`config.mk`:
```
export PLATFORM = sky130hd
export DESIGN_NAME = m_ext_issue_queue_flat
export DESIGN_NICKNAME = d
export VERILOG_FILES = /design/src/rtl/m_ext_issue_queue_if.sv /design/src/rtl/m_ext_issue_queue.sv /design/src/flat_wrapper.sv
export SDC_FILE = /design/constraint.sdc
export NUM_CORES = 1
export LEC_CHECK = 0
export BUFFER_PORTS_ARGS = -buffer_cell sky130_fd_sc_hd__buf_4
export CELL_PAD_IN_SITES_DETAIL_PLACEMENT = 1
export CELL_PAD_IN_SITES_GLOBAL_PLACEMENT = 2
export CORE_ASPECT_RATIO = 0.5
export CORE_MARGIN = 5
export CORE_UTILIZATION = 25
export CTS_CLUSTER_DIAMETER = 200
export CTS_CLUSTER_SIZE = 10
export DETAILED_ROUTE_END_ITERATION = 8
export GPL_ROUTABILITY_DRIVEN = 0
export PLACE_DENSITY = 0.6
export RECOVER_POWER = 50
export SETUP_SLACK_MARGIN = 0.05
export SYNTH_ARGS = -nofsm -noshare
export SYNTH_HDL_FRONTEND = slang
export SYNTH_SLANG_ARGS = --single-unit
```
`constraint.sdc`:
```
create_clock -name clk -period 9.9 [get_ports clk]
set_clock_uncertainty 0.1 [all_clocks]
set_input_delay 0.495 -clock clk [delete_from_list [all_inputs] [get_ports clk]]
set_output_delay 0.495 -clock clk [all_outputs]
set_load 0.01 [all_outputs]
```
`src/rtl/m_ext_issue_queue_if.sv`:
```
// Issue-side and mul/div-side signal bundle of the M-extension issue queue.
interface m_ext_issue_queue_if #(
    parameter int XLEN  = 32,
    parameter int DEPTH = 2,
    parameter int TAG_W = 4
);
    localparam int CW = $clog2(DEPTH + 1);

    logic             in_valid;
    logic             in_ready;
    logic [31:0]      instr;
    logic [XLEN-1:0]  rs1;
    logic [XLEN-1:0]  rs2;
    logic [TAG_W-1:0] tag;
    logic             illegal;
    logic [TAG_W-1:0] illegal_tag;
    logic             mul_valid;
    logic             mul_ready;
    logic             div_valid;
    logic             div_ready;
    logic [XLEN-1:0]  op_a;
    logic [XLEN-1:0]  op_b;
    logic             signed_a;
    logic             signed_b;
    logic             upper_rem;
    logic             word;
    logic [TAG_W-1:0] head_tag;
    logic [CW-1:0]    count;

    modport slave (
        input  in_valid, instr, rs1, rs2, tag, mul_ready, div_ready,
        output in_ready, illegal, illegal_tag, mul_valid, div_valid,
               op_a, op_b, signed_a, signed_b, upper_rem, word, head_tag, count
    );

    modport master (
        output in_valid, instr, rs1, rs2, tag, mul_ready, div_ready,
        input  in_ready, illegal, illegal_tag, mul_valid, div_valid,
               op_a, op_b, signed_a, signed_b, upper_rem, word, head_tag, count
    );
endinterface

```
`src/rtl/m_ext_issue_queue.sv`:
```
// RV32M/RV64M decode + in-order FIFO feeding mul/div ports; accepted op reaches head next cycle.
// Backpressure: in_ready is registered (count < DEPTH) and never depends on mul/div ready.
module m_ext_issue_queue #(
    parameter int XLEN  = 32,
    parameter int DEPTH = 2,
    parameter int TAG_W = 4
) (
    input  logic              clk,
    input  logic              rst_n,
    input  logic              flush,
    m_ext_issue_queue_if.slave q
);
    localparam int  CW   = $clog2(DEPTH + 1);
    localparam int  PW   = $clog2(DEPTH);
    localparam bit  W_EN = (XLEN == 64);

    typedef struct packed {
        logic [XLEN-1:0]  a;
        logic [XLEN-1:0]  b;
        logic             sa;
        logic             sb;
        logic             ur;
        logic             word;
        logic             div;
        logic [TAG_W-1:0] tag;
    } entry_t;

    entry_t          mem [DEPTH];
    entry_t          entry_in;
    entry_t          head;
    logic [PW-1:0]   wr_ptr;
    logic [PW-1:0]   rd_ptr;
    logic [CW-1:0]   count;
    logic [CW-1:0]   count_nxt;
    logic            in_ready;
    logic            illegal;
    logic [TAG_W-1:0] illegal_tag;

    logic [6:0]      opcode;
    logic [2:0]      funct3;
    logic [6:0]      funct7;
    logic            is_w;
    logic            w_ok;
    logic            legal;
    logic            sa;
    logic            sb;
    logic            ur;
    logic [XLEN-1:0] a_in;
    logic [XLEN-1:0] b_in;

    logic            accept;
    logic            push;
    logic            pop;
    logic            nonempty;
    logic            mul_valid;
    logic            div_valid;
    logic            unused_instr;

    assign opcode = q.instr[6:0];
    assign funct3 = q.instr[14:12];
    assign funct7 = q.instr[31:25];
    // Register fields are irrelevant here: operands arrive already read.
    assign unused_instr = ^q.instr[24:15] ^ ^q.instr[11:7];

    always_comb begin
        is_w  = (opcode == 7'b0111011);
        w_ok  = funct3 inside {3'b000, 3'b100, 3'b101, 3'b110, 3'b111};
        legal = (funct7 == 7'b0000001) &&
                ((opcode == 7'b0110011) || (W_EN && is_w && w_ok));
        sa    = funct3 inside {3'b001, 3'b010, 3'b100, 3'b110};
        sb    = funct3 inside {3'b001, 3'b100, 3'b110};
        ur    = funct3 inside {3'b001, 3'b010, 3'b011, 3'b110, 3'b111};
    end

    // W-ops operate on the low word; extension follows the operand's signedness.
    generate
        if (XLEN == 64) begin : g_word_ext
            assign a_in = is_w ? {{32{sa & q.rs1[31]}}, q.rs1[31:0]} : q.rs1;
            assign b_in = is_w ? {{32{sb & q.rs2[31]}}, q.rs2[31:0]} : q.rs2;
        end else begin : g_no_ext
            assign a_in = q.rs1;
            assign b_in = q.rs2;
        end
    endgenerate

    always_comb begin
        entry_in      = '0;
        entry_in.a    = a_in;
        entry_in.b    = b_in;
        entry_in.sa   = sa;
        entry_in.sb   = sb;
        entry_in.ur   = ur;
        entry_in.word = is_w;
        entry_in.div  = funct3[2];
        entry_in.tag  = q.tag;
    end

    assign head      = mem[rd_ptr];
    assign nonempty  = (count != '0);
    assign mul_valid = nonempty && !head.div;
    assign div_valid = nonempty &&  head.div;
    assign pop       = (mul_valid && q.mul_ready) || (div_valid && q.div_ready);
    assign accept    = q.in_valid && in_ready && !flush;
    assign push      = accept && legal;

    always_comb begin
        count_nxt = count;
        if (flush) begin
            count_nxt = '0;
        end else begin
            count_nxt = count + CW'(push) - CW'(pop);
        end
    end

    always_ff @(posedge clk) begin
        if (push) begin
            mem[wr_ptr] <= entry_in;
        end
    end

    always_ff @(posedge clk) begin
        if (!rst_n) begin
            wr_ptr      <= '0;
            rd_ptr      <= '0;
            count       <= '0;
            in_ready    <= 1'b0;
            illegal     <= 1'b0;
            illegal_tag <= '0;
        end else begin
            count    <= count_nxt;
            in_ready <= (count_nxt < CW'(DEPTH));
            illegal  <= accept && !legal;
            if (accept && !legal) begin
                illegal_tag <= q.tag;
            end
            if (flush) begin
                wr_ptr <= '0;
                rd_ptr <= '0;
            end else begin
                if (push) wr_ptr <= wr_ptr + PW'(1);
                if (pop)  rd_ptr <= rd_ptr + PW'(1);
            end
        end
    end

    // Head data is forced to zero when empty so stale or uninitialised slots never leak.
    always_comb begin
        q.in_ready    = in_ready;
        q.illegal     = illegal;
        q.illegal_tag = illegal_tag;
        q.count       = count;
        q.mul_valid   = mul_valid;
        q.div_valid   = div_valid;
        q.op_a        = '0;
        q.op_b        = '0;
        q.signed_a    = 1'b0;
        q.signed_b    = 1'b0;
        q.upper_rem   = 1'b0;
        q.word        = 1'b0;
        q.head_tag    = '0;
        if (nonempty) begin
            q.op_a      = head.a;
            q.op_b      = head.b;
            q.signed_a  = head.sa;
            q.signed_b  = head.sb;
            q.upper_rem = head.ur;
            q.word      = head.word;
            q.head_tag  = head.tag;
        end
    end
endmodule

```
`src/flat_wrapper.sv`:
```
// flat-port wrapper written by rule: the top's interface ports become plain ports
module m_ext_issue_queue_flat 
#(
    parameter int XLEN  = 32,
    parameter int DEPTH = 2,
    parameter int TAG_W = 4
)
  (clk, rst_n, flush, q_in_valid, q_instr, q_rs1, q_rs2, q_tag, q_mul_ready, q_div_ready, q_in_ready, q_illegal, q_illegal_tag, q_mul_valid, q_div_valid, q_op_a, q_op_b, q_signed_a, q_signed_b, q_upper_rem, q_word, q_head_tag, q_count);
  m_ext_issue_queue_if #(.XLEN(XLEN), .DEPTH(DEPTH), .TAG_W(TAG_W)) q_i ();
  input  logic clk;
  input  logic rst_n;
  input  logic flush;
  input wire logic [$bits(q_i.in_valid)-1:0] q_in_valid;
  input wire logic [$bits(q_i.instr)-1:0] q_instr;
  input wire logic [$bits(q_i.rs1)-1:0] q_rs1;
  input wire logic [$bits(q_i.rs2)-1:0] q_rs2;
  input wire logic [$bits(q_i.tag)-1:0] q_tag;
  input wire logic [$bits(q_i.mul_ready)-1:0] q_mul_ready;
  input wire logic [$bits(q_i.div_ready)-1:0] q_div_ready;
  output wire logic [$bits(q_i.in_ready)-1:0] q_in_ready;
  output wire logic [$bits(q_i.illegal)-1:0] q_illegal;
  output wire logic [$bits(q_i.illegal_tag)-1:0] q_illegal_tag;
  output wire logic [$bits(q_i.mul_valid)-1:0] q_mul_valid;
  output wire logic [$bits(q_i.div_valid)-1:0] q_div_valid;
  output wire logic [$bits(q_i.op_a)-1:0] q_op_a;
  output wire logic [$bits(q_i.op_b)-1:0] q_op_b;
  output wire logic [$bits(q_i.signed_a)-1:0] q_signed_a;
  output wire logic [$bits(q_i.signed_b)-1:0] q_signed_b;
  output wire logic [$bits(q_i.upper_rem)-1:0] q_upper_rem;
  output wire logic [$bits(q_i.word)-1:0] q_word;
  output wire logic [$bits(q_i.head_tag)-1:0] q_head_tag;
  output wire logic [$bits(q_i.count)-1:0] q_count;
  assign q_i.in_valid = q_in_valid;
  assign q_i.instr = q_instr;
  assign q_i.rs1 = q_rs1;
  assign q_i.rs2 = q_rs2;
  assign q_i.tag = q_tag;
  assign q_i.mul_ready = q_mul_ready;
  assign q_i.div_ready = q_div_ready;
  assign q_in_ready = q_i.in_ready;
  assign q_illegal = q_i.illegal;
  assign q_illegal_tag = q_i.illegal_tag;
  assign q_mul_valid = q_i.mul_valid;
  assign q_div_valid = q_i.div_valid;
  assign q_op_a = q_i.op_a;
  assign q_op_b = q_i.op_b;
  assign q_signed_a = q_i.signed_a;
  assign q_signed_b = q_i.signed_b;
  assign q_upper_rem = q_i.upper_rem;
  assign q_word = q_i.word;
  assign q_head_tag = q_i.head_tag;
  assign q_count = q_i.count;
  m_ext_issue_queue #(.XLEN(XLEN), .DEPTH(DEPTH), .TAG_W(TAG_W)) u_core (.clk(clk), .rst_n(rst_n), .flush(flush), .q(q_i));
endmodule
```
# Yosys cells after proc, flatten, opt, wreduce, memory -nomap -nowiden
# Memory sizes are Yosys's and may differ from the RTL's. A register that Yosys moved wholly into a read port is not among the register bits.
# Index checks and enable logic that the tools add are counted.
# Widths: inputs -> output; s select.
# totals
regBits,10
ram_bits,146
in_bits,106
word_cells,52
n_memories,1
# mem_list
memory,depth,word_bits,read_ports,rd_clocked_by_memory_dff,wr,line_no,text
u_core.mem,2,73,1,1,1,m_ext_issue_queue.sv:28,entry_t mem [DEPTH];
# classes
n_addsub,4
order_cmp,1
n_eq_ne,9
n_mux,12
n_bitwise,1
n_reduce_logical,18
# ops
operator,count
$mux 32,2
$eq 7x6->1 const B,2
$eq 3x3->1 const B,3
$logic_and 1x1->1,9
$mux 1,8
$eq 7x1->1 const B,1
$eq 3x2->1 const B,2
$reduce_bool 5->1,1
$mux 4,1
$reduce_bool 4->1,1
$eq 3x1->1 const B,1
$logic_not 1->1,3
$reduce_bool 3->1,1
$add 1x1->1 const B,2
$add 2x1->2,1
$lt 2x2->1 const B,1
$mux 2,1
$reduce_bool 2->1,1
$reduce_or 2->1,1
$sub 2x1->2,1
$logic_or 1x1->1,1
$not 1->1,1

# Longest topological paths before layout
# Gate-level depths: netlist of run 1.
# logic_depth
depth_word,7
depth_mapped,11
mapped_depth_nobuf,10

# Least setup slack after synthesis of run 1
# No wires, ideal clock.
# synth_timing
path_kind,input to register
startpoint,input port q_instr[6]
endpoint,memory u_core.mem[1][0] in the netlist's numbering (enable)
setup_ns,0.439
arrival_time_ns,2.902
required_ns,9.361
slack_ns,6.459
cell_stages,4
cell_sequence,and4bb_2 -> nand3_1 -> nor3_1 -> and2_1
# synth_between
elab_chain_len,5
# synth_rtl
item,line_no,text
start: declaration,flat_wrapper.sv:14,input wire logic [$bits(q_i.instr)-1:0] q_instr;
$eq 7x6->1,m_ext_issue_queue.sv:69,((opcode == 7'b0110011) || (W_EN && is_w && w_ok));
$logic_and 1x1->1,m_ext_issue_queue.sv:68,legal = (funct7 == 7'b0000001) &&
$logic_and 1x1->1,m_ext_issue_queue.sv:104,assign push = accept && legal;
via u_core.push,m_ext_issue_queue.sv:52,logic push;
$mux 1,m_ext_issue_queue.sv:116,if (push) begin
$mux 1 (implied by the code),m_ext_issue_queue.sv:117,mem[wr_ptr] <= entry_in;
end: declaration,m_ext_issue_queue.sv:28,
# The timed path passes the listed nets, and every way through them passes these cells.

# Worst setup path in the final report of run 1
# layout_timing
startpoint,input port q_instr[6]
endpoint,memory u_core.mem[0][72] in the netlist's numbering (enable)
# layout_between
elab_chain_len,5
# layout_rtl
item,line_no
$eq 7x6->1,m_ext_issue_queue.sv:69
$logic_and 1x1->1,m_ext_issue_queue.sv:68
$logic_and 1x1->1,m_ext_issue_queue.sv:104
$mux 1,m_ext_issue_queue.sv:116
$mux 1 (implied by the code),m_ext_issue_queue.sv:117
# Every way passes these cells.

==> summary by stage, run 1 <==
Drt
The final routed DRC violation total is 0. Dividing the detail-routed wire length by the instance count gives 17.2 um. The via density per instance is 4.05.

The detailed-route wire length is 15200 um. Before antenna repair, the detailed router went through 4 iterations. The detailed-route via count is 3571. In this run, the number of DRC markers left after iteration 0 of detailed routing was 128. The count of nets left with antenna violations after detail routing is 0.

Pwr
The maximum vdd ir drop is 0.0000879 V. The leakage dissipation is 2.88 nW. The internal power is 1.19 mW. The switching component of the power is 0.280 mW. The power share of the combinational group is 0.023. The clock share of power is 0.485. Power spread over the standard cell area amounts to 180 mW/mm2. The sequential group share of total power is 0.492. The fraction of power spent switching nets is 0.190.

Floorplanning
The die boundary height is 120 um. During I/O placement, the number of pins put on the boundary was 188. Measured along the x axis, the die boundary spans 230 um. The die covers 0.0275 mm2. For this configuration, the core starts out at a cell density of 0.253. The total core area is 0.0239 mm2. The floorplan has 40 rows.

Worst hold path
The startpoint of the most critical hold path is q_rs2[15]. The path class of the tightest hold or removal check is input port to flip-flop. The endpoint of the worst hold-timing path is u_core.mem[1][24]. The number of cells on the worst hold path is 1.

GRT
The initial antenna violation count is 0. The fraction of met2 tracks used by global routing is 0.221. For met1 alone, demand over resource in global routing was 0.116. The residual overflow from global routing is 0. The largest net degree at the start of global routing is 78. For this run, the total global-route usage over all layers was measured as 0.113.

The number of global-route vias before repair is 4033. The first-pass GRT wire length is 23200 um. The global routing met3 resource utilization is 0.0348. The layer flagged by global routing as most heavily used is met2.

Clocking
The worst-skew pair later-pin latency is 420 ps. The post-CTS resize count is 0. Buffers inserted to repair hold after CTS numbered 0. The buffer levels on the longest clock path is 2. Clock tree synthesis selected as its root buffer the cell sky130_fd_sc_hd__clkbuf_16. The number of sinks handled by clock tree synthesis is 157. The total number of H-tree levels is 4. Once the clock tree was built, the setup fixing pass inserted 0 buffers. The number of buffers inserted during clock tree synthesis is 17.

The register clock-pin slew on the reported worst setup and hold paths is 70 ps. TritonCTS built the clock tree.

STA
The count of final max-slew check failures is 137. The total count of hold-check failures in the final report was 0. Of the available clock period, the critical path in the final layout requires 0.520. Hold is met by 172 ps. The clock period minus final worst setup slack is 5150 ps. For the pin with the worst max-slew slack, the measured transition is 4560 ps. The final number of setup-violating endpoints is 0. Static timing analysis puts the maximum clock frequency at 194 MHz.

The worst slew margin relative to its limit is -2.04. Setup repair after global routing left no endpoint under its margin. Summed over all failing endpoints, the final setup total negative slack is 0 ps.

Critical path
The critical path class is input port to flip-flop. The setup check on the worst reg-to-reg path leaves a slack of 4870 ps. The end of the worst register-to-register path is u_core.mem[0][72]. In this run the critical register-to-register path is launched from u_core.q.in_ready. STA classifies the critical path startpoint as an input port. The endpoint class of the critical path is a flip-flop.

The worst reg-to-reg path cell count is 4. The maximum net fanout on the critical path is 73. Data on the critical path arrives at its endpoint at 4960 ps. Data on the critical path is required at its endpoint by 9710 ps.

Job
The tool flagged a number of max-cap violations equal to 2.

Logic synthesis
The combined area of all synthesized cells is 0.00603 mm2. Synthesis produced a netlist whose cell count is 375. Of the synthesized area, sequential elements account for 0.763.

Counting distinct cell types in the post-synthesis netlist gives 30. Counting flops with an async set or reset pin after synthesis yields a share of 0. The mean area per synthesized cell is 16.1 um2. For this run, the leading register cell type out of synthesis is sky130_fd_sc_hd__edfxtp_1.

In this run, synthesis produced a sequential element count of 157. The number of warnings issued by yosys is 0. The number of synthesized flops with an enable pin is 146. Synthesis produced a netlist with a net count of 483.

Cells and area
The total inserted antenna cells is 0. The top cell types in the final layout, fill and taps aside, are sky130_fd_sc_hd__edfxtp_1, sky130_fd_sc_hd__buf_4, sky130_fd_sc_hd__nor2_1. Leaving out fill and tap cells, the most frequent cell in the layout is sky130_fd_sc_hd__edfxtp_1. The proportion of layout cells with a drive suffix above 1 is 0.316. The number of nets at the end of the flow is 661.

From synthesis to final layout, the design area changed by 35.8%.

Run status
The flow ran to the end, but the final reports show violations. The checks that failed: capacitance limit, slew limit.

Place
The count of buffers added on input and output ports is 172. Once detailed placement completed, the half-perimeter wirelength came to 9750 um.
==> routing by layer <==
metal	wire length [um]	share of wire
met1	5730	0.38
met2	8850	0.58
met3	455	0.030
met4	122	0.0080
met5	0	0
==> cells by family (layout without fill, tap and decap cells) <==
family,Yosys count,count (layout),synth area share
adders and majority gates,2,2,0.00415
muxes,78,78,0.132
DFF,157,157,0.763
AOI/OAI and AO/OA,8,8,0.00850
xor gates and xnor gates,3,3,0.00436
and+or+nand+nor,104,104,0.0718
buffers and inverters,23,214,0.0164
==> registers in the layout (all words and copies together), names as in the netlist, named ones only <==
name,count
u_core.q.illegal,1
u_core.wr_ptr,1
u_core.mem,146
u_core.rd_ptr,1
u_core.q.illegal_tag,4
u_core.q.in_ready,1
u_core.q.count,2
==> final cells by class <==
class / instances / area, um2
fillers: 2506 / 15700
flip-flops and latches: 157 / 4600
multi-input cells: 195 / 1320
repair buffers: 176 / 1210
clock buffers: 17 / 425
well taps: 315 / 394
clock inverters: 15 / 219
inverters: 6 / 23.8
==> per-stage QoR <==
stage	setup WS [ps]	util	area, um2	instances	power (mW)
final	4750	0.343	8190	881	1.47
after global placement	6810	0.322	7690	849	0.777
after CTS	6730	0.349	8330	881	1.50
after global routing	4210	0.343	8190	881	1.53
after detailed placement	6820	0.322	7690	849	0.779
after floorplan	6460	-	6030	375	0.745
==> cell usage after synthesis, types with 3 or more instances <==
cell / n / area [um2]
sky130_fd_sc_hd__clkbuf_1: 8 / 30.0
sky130_fd_sc_hd__dfxtp_1: 11 / 220
sky130_fd_sc_hd__nor2_1: 82 / 308
sky130_fd_sc_hd__edfxtp_1: 146 / 4380
sky130_fd_sc_hd__buf_2: 7 / 35.0
sky130_fd_sc_hd__nand2_1: 10 / 37.5
sky130_fd_sc_hd__a21oi_1: 3 / 15.0
sky130_fd_sc_hd__inv_1: 6 / 22.5
sky130_fd_sc_hd__mux2i_1: 77 / 771
==> power groups by stage <==
stage | Combinational [mW] | Clock [mW] | Sequential [mW]
floorplan | 0.00457 | 0 | 0.740
finish | 0.0335 | 0.714 | 0.725
CTS | 0.0394 | 0.740 | 0.725
detailed placement | 0.0393 | 0 | 0.739
global placement | 0.0372 | 0 | 0.739
global route | 0.0374 | 0.772 | 0.725
==> how the worst max path moves through the flow <==
stage | startpoint | to | slack [ps] | depth (start not counted)
2_1_floorplan | q_instr[6] | u_core.mem[1][0] | 6460 | 4
3_3_place_gp | q_instr[6] | u_core.mem[0][12] | 6810 | 6
3_5_place_dp | q_instr[6] | u_core.mem[0][68] | 6820 | 6
4_1_cts | flip-flop | q_op_a[20] | 6730 | 4
5_1_grt | q_instr[6] | u_core.mem[0][13] | 4210 | 6
6_report | q_instr[6] | u_core.mem[0][72] | 4750 | 6
==> critical path: stages <==
cell                         delay (ps)
sky130_fd_sc_hd__clkbuf_4           100
sky130_fd_sc_hd__and4bb_2           270
sky130_fd_sc_hd__nand3_1            170
sky130_fd_sc_hd__or4_1              560
sky130_fd_sc_hd__clkinvlp_2         100
sky130_fd_sc_hd__clkbuf_1          3170
Note: power is estimated with default switching activity, not from simulation.
==> inputs of run 2 (changes only) <==
clock period = 4.8 ns   (was 9.9 ns; I/O delays follow)
==> run 2 against run 1 <==
The run now ends clean. Worst hold slack got worse by 130 ps. Clock-buffer cell count is 5 higher. Via count increased by 9.9%. Clock power is 85% higher. Final cell count grew 8.1%. First-iteration DRC count is 80% higher. Critical path type is now flip-flop to output port. Highest routed layer unchanged. Die area unchanged. Global-route usage grew 0.20 points. Register-to-register slack worse by 3500 ps. Routed wire length is 2.4% higher. Sequential share of layout area is 4.2 points lower.
==> summary by stage, run 2 (same netlist as run 1, synthesis figures left out) <==
STA
Dividing the final minimum period by the clock period gives 0.736. The clock period minus final worst setup slack is 3530 ps. The worst hold margin is 46.1 ps. Setup repair after global routing left no endpoint under its margin. The total count of hold-check failures in the final report came to 0. Summed over all failing endpoints, the final setup total negative slack is 0 ps. The upper clock frequency limit is 283 MHz.

The worst pin sits at a relative slew slack of 0.0745. The count of final max-slew check failures is 0. For the pin with the worst max-slew slack, the measured transition is 1390 ps. The final number of setup-violating endpoints is 0.

Critical path
The worst setup path is of the flip-flop to output port kind. The critical path data required time is 4460 ps. The startpoint kind of the worst setup timing path is a flip-flop.

The endpoint class of the critical path is an output port. Data arrives at the worst endpoint at 3190 ps. The number of cells on the worst reg-to-reg path is 10. Of all nets on the critical path, the largest fanout is 52.

Cells and area
The flip-flop count of the largest register, all copies and words added is 146. The top register by number of flip-flops is u_core.mem. The most common library cell in the layout ignoring fill and taps is sky130_fd_sc_hd__edfxtp_1.

At the end of the flow, the number of nets in the layout was 733. The largest registers in the layout are u_core.mem (146), u_core.q.illegal_tag (4), u_core.q.count (2). The area growth from synthesis to layout is 46.7%. The total inserted antenna cells is 0.

The finished cells cover 0.00885 mm2. Of the cells placed in the final design, the portion with a size suffix greater than 1 is 0.279. In the layout the commonest cells are sky130_fd_sc_hd__edfxtp_1, sky130_fd_sc_hd__buf_4, sky130_fd_sc_hd__nor2_1.

Drt
The count of nets left with antenna violations after detail routing is 0. After detailed routing, the average wire length per cell comes to 16.3 um. After detailed routing, the total wire length is 15500 um.

The first detailed-routing pass took 5 iterations. Using the TritonRoute via totals, the vias-per-cell ratio works out to 4.12. The final routed DRC violation total is 0. The routed layout has 3924 vias. For this block, the initial DRC count from the detailed router was 231.

Clocking
The worst-skew pair later-pin latency is 420 ps. The register clock-pin slew on the reported worst setup and hold paths is 60 ps. CTS saw 157 sinks.

TritonCTS built the clock tree. The total number of H-tree levels is 4. In this run, post-CTS repair resized a total of 0 instances. The clock passes through at most 2 buffers. Buffers added to address setup during post-CTS repair amount to 0.

The root buffer cell is sky130_fd_sc_hd__clkbuf_16. Counting the buffers created by CTS gives 17. Buffers inserted to repair hold after CTS numbered 71.

Floorplanning
The standard-cell row count is 40. The total area inside the core boundary comes to 0.0239 mm2. The die covers 0.0275 mm2.

Measured along the x axis, the die boundary spans 230 um. The floorplan step set the die height to 120 um. For this configuration, the core starts out at a cell density of 0.253. For this design the top-level I/O count stands at 188.

Pwr
After layout, the design draws a total of 2.94 mW. The maximum vdd ir drop is 0.000180 V. The power density normalized to cell area is 332 mW/mm2. The leakage dissipation is 3.16 nW.

GRT
The initial antenna violation count was 0. The number of global-route vias before repair came to 4528. The first-pass GRT wire length is 24300 um. Across every metal layer, demand over resource in global routing totals 0.115. The residual overflow from global routing is 0. The largest net degree at the start of global routing is 77.

Run status
The flow ran to the end, and the final reports show no timing, DRC or antenna violations.

Worst hold path
The number of cells on the worst hold path is 3. The worst min-delay path class is input port to flip-flop.

Place
During placement, the flow inserted port buffers numbering 172. The instance area after placement is 0.00769 mm2. The detailed placer's ending HPWL is 10000 um.

Job
Across the run, the number of max-cap violations was 0.
[run 2: critical path: stages (launching register included)]
cell	delay, ps
sky130_fd_sc_hd__dfxtp_1	1250
sky130_fd_sc_hd__buf_4	900
sky130_fd_sc_hd__mux2i_1	310
sky130_fd_sc_hd__nor2_1	80
sky130_fd_sc_hd__buf_4	190
[run 2: cell type report]
class	instances	area, um2
clock buffer	22	444
sequential	157	4600
clock inverter	9	120
timing repair buffer	248	1950
tap	315	394
fill	2501	15000
multi-input combinational	195	1320
inverter	6	23.8
[run 2: power by group]
group	switching (mW)	total (mW)	leakage (nW)	internal (mW)
clock network	0.513	1.32	0.264	0.808
registers	0.000902	1.50	1.40	1.50
logic	0.0378	0.119	1.50	0.0810
[run 2: worst paths after layout]
check                                              from                      end  slack, ps
worst max-delay path                          flip-flop               q_op_b[17]       1270
worst min-delay path                              rst_n  u_core.q.illegal_tag[3]         50
worst max register to register                flip-flop        u_core.q.in_ready       1340
worst min register to register  u_core.q.illegal_tag[2]  u_core.q.illegal_tag[2]        360
[run 2: through the flow]
step | cells | setup slack, ps | utilization
2_1_floorplan | 375 | 1610 | -
3_3_place_gp | 850 | 1930 | 0.322
3_5_place_dp | 850 | 1880 | 0.322
4_1_cts | 952 | 1880 | 0.376
5_1_grt | 952 | 993 | 0.371
6_report | 952 | 1270 | 0.371
[run 2: routing by layer]
layer  track usage  wire (um)  share of wire  vias up
li1              -          -              -     1873
met1         0.119       5870           0.38     1977
met2         0.222       8920           0.57       51
met3        0.0248        368          0.024       23
met4        0.0507        360          0.023        0
met5             0          0              0        -
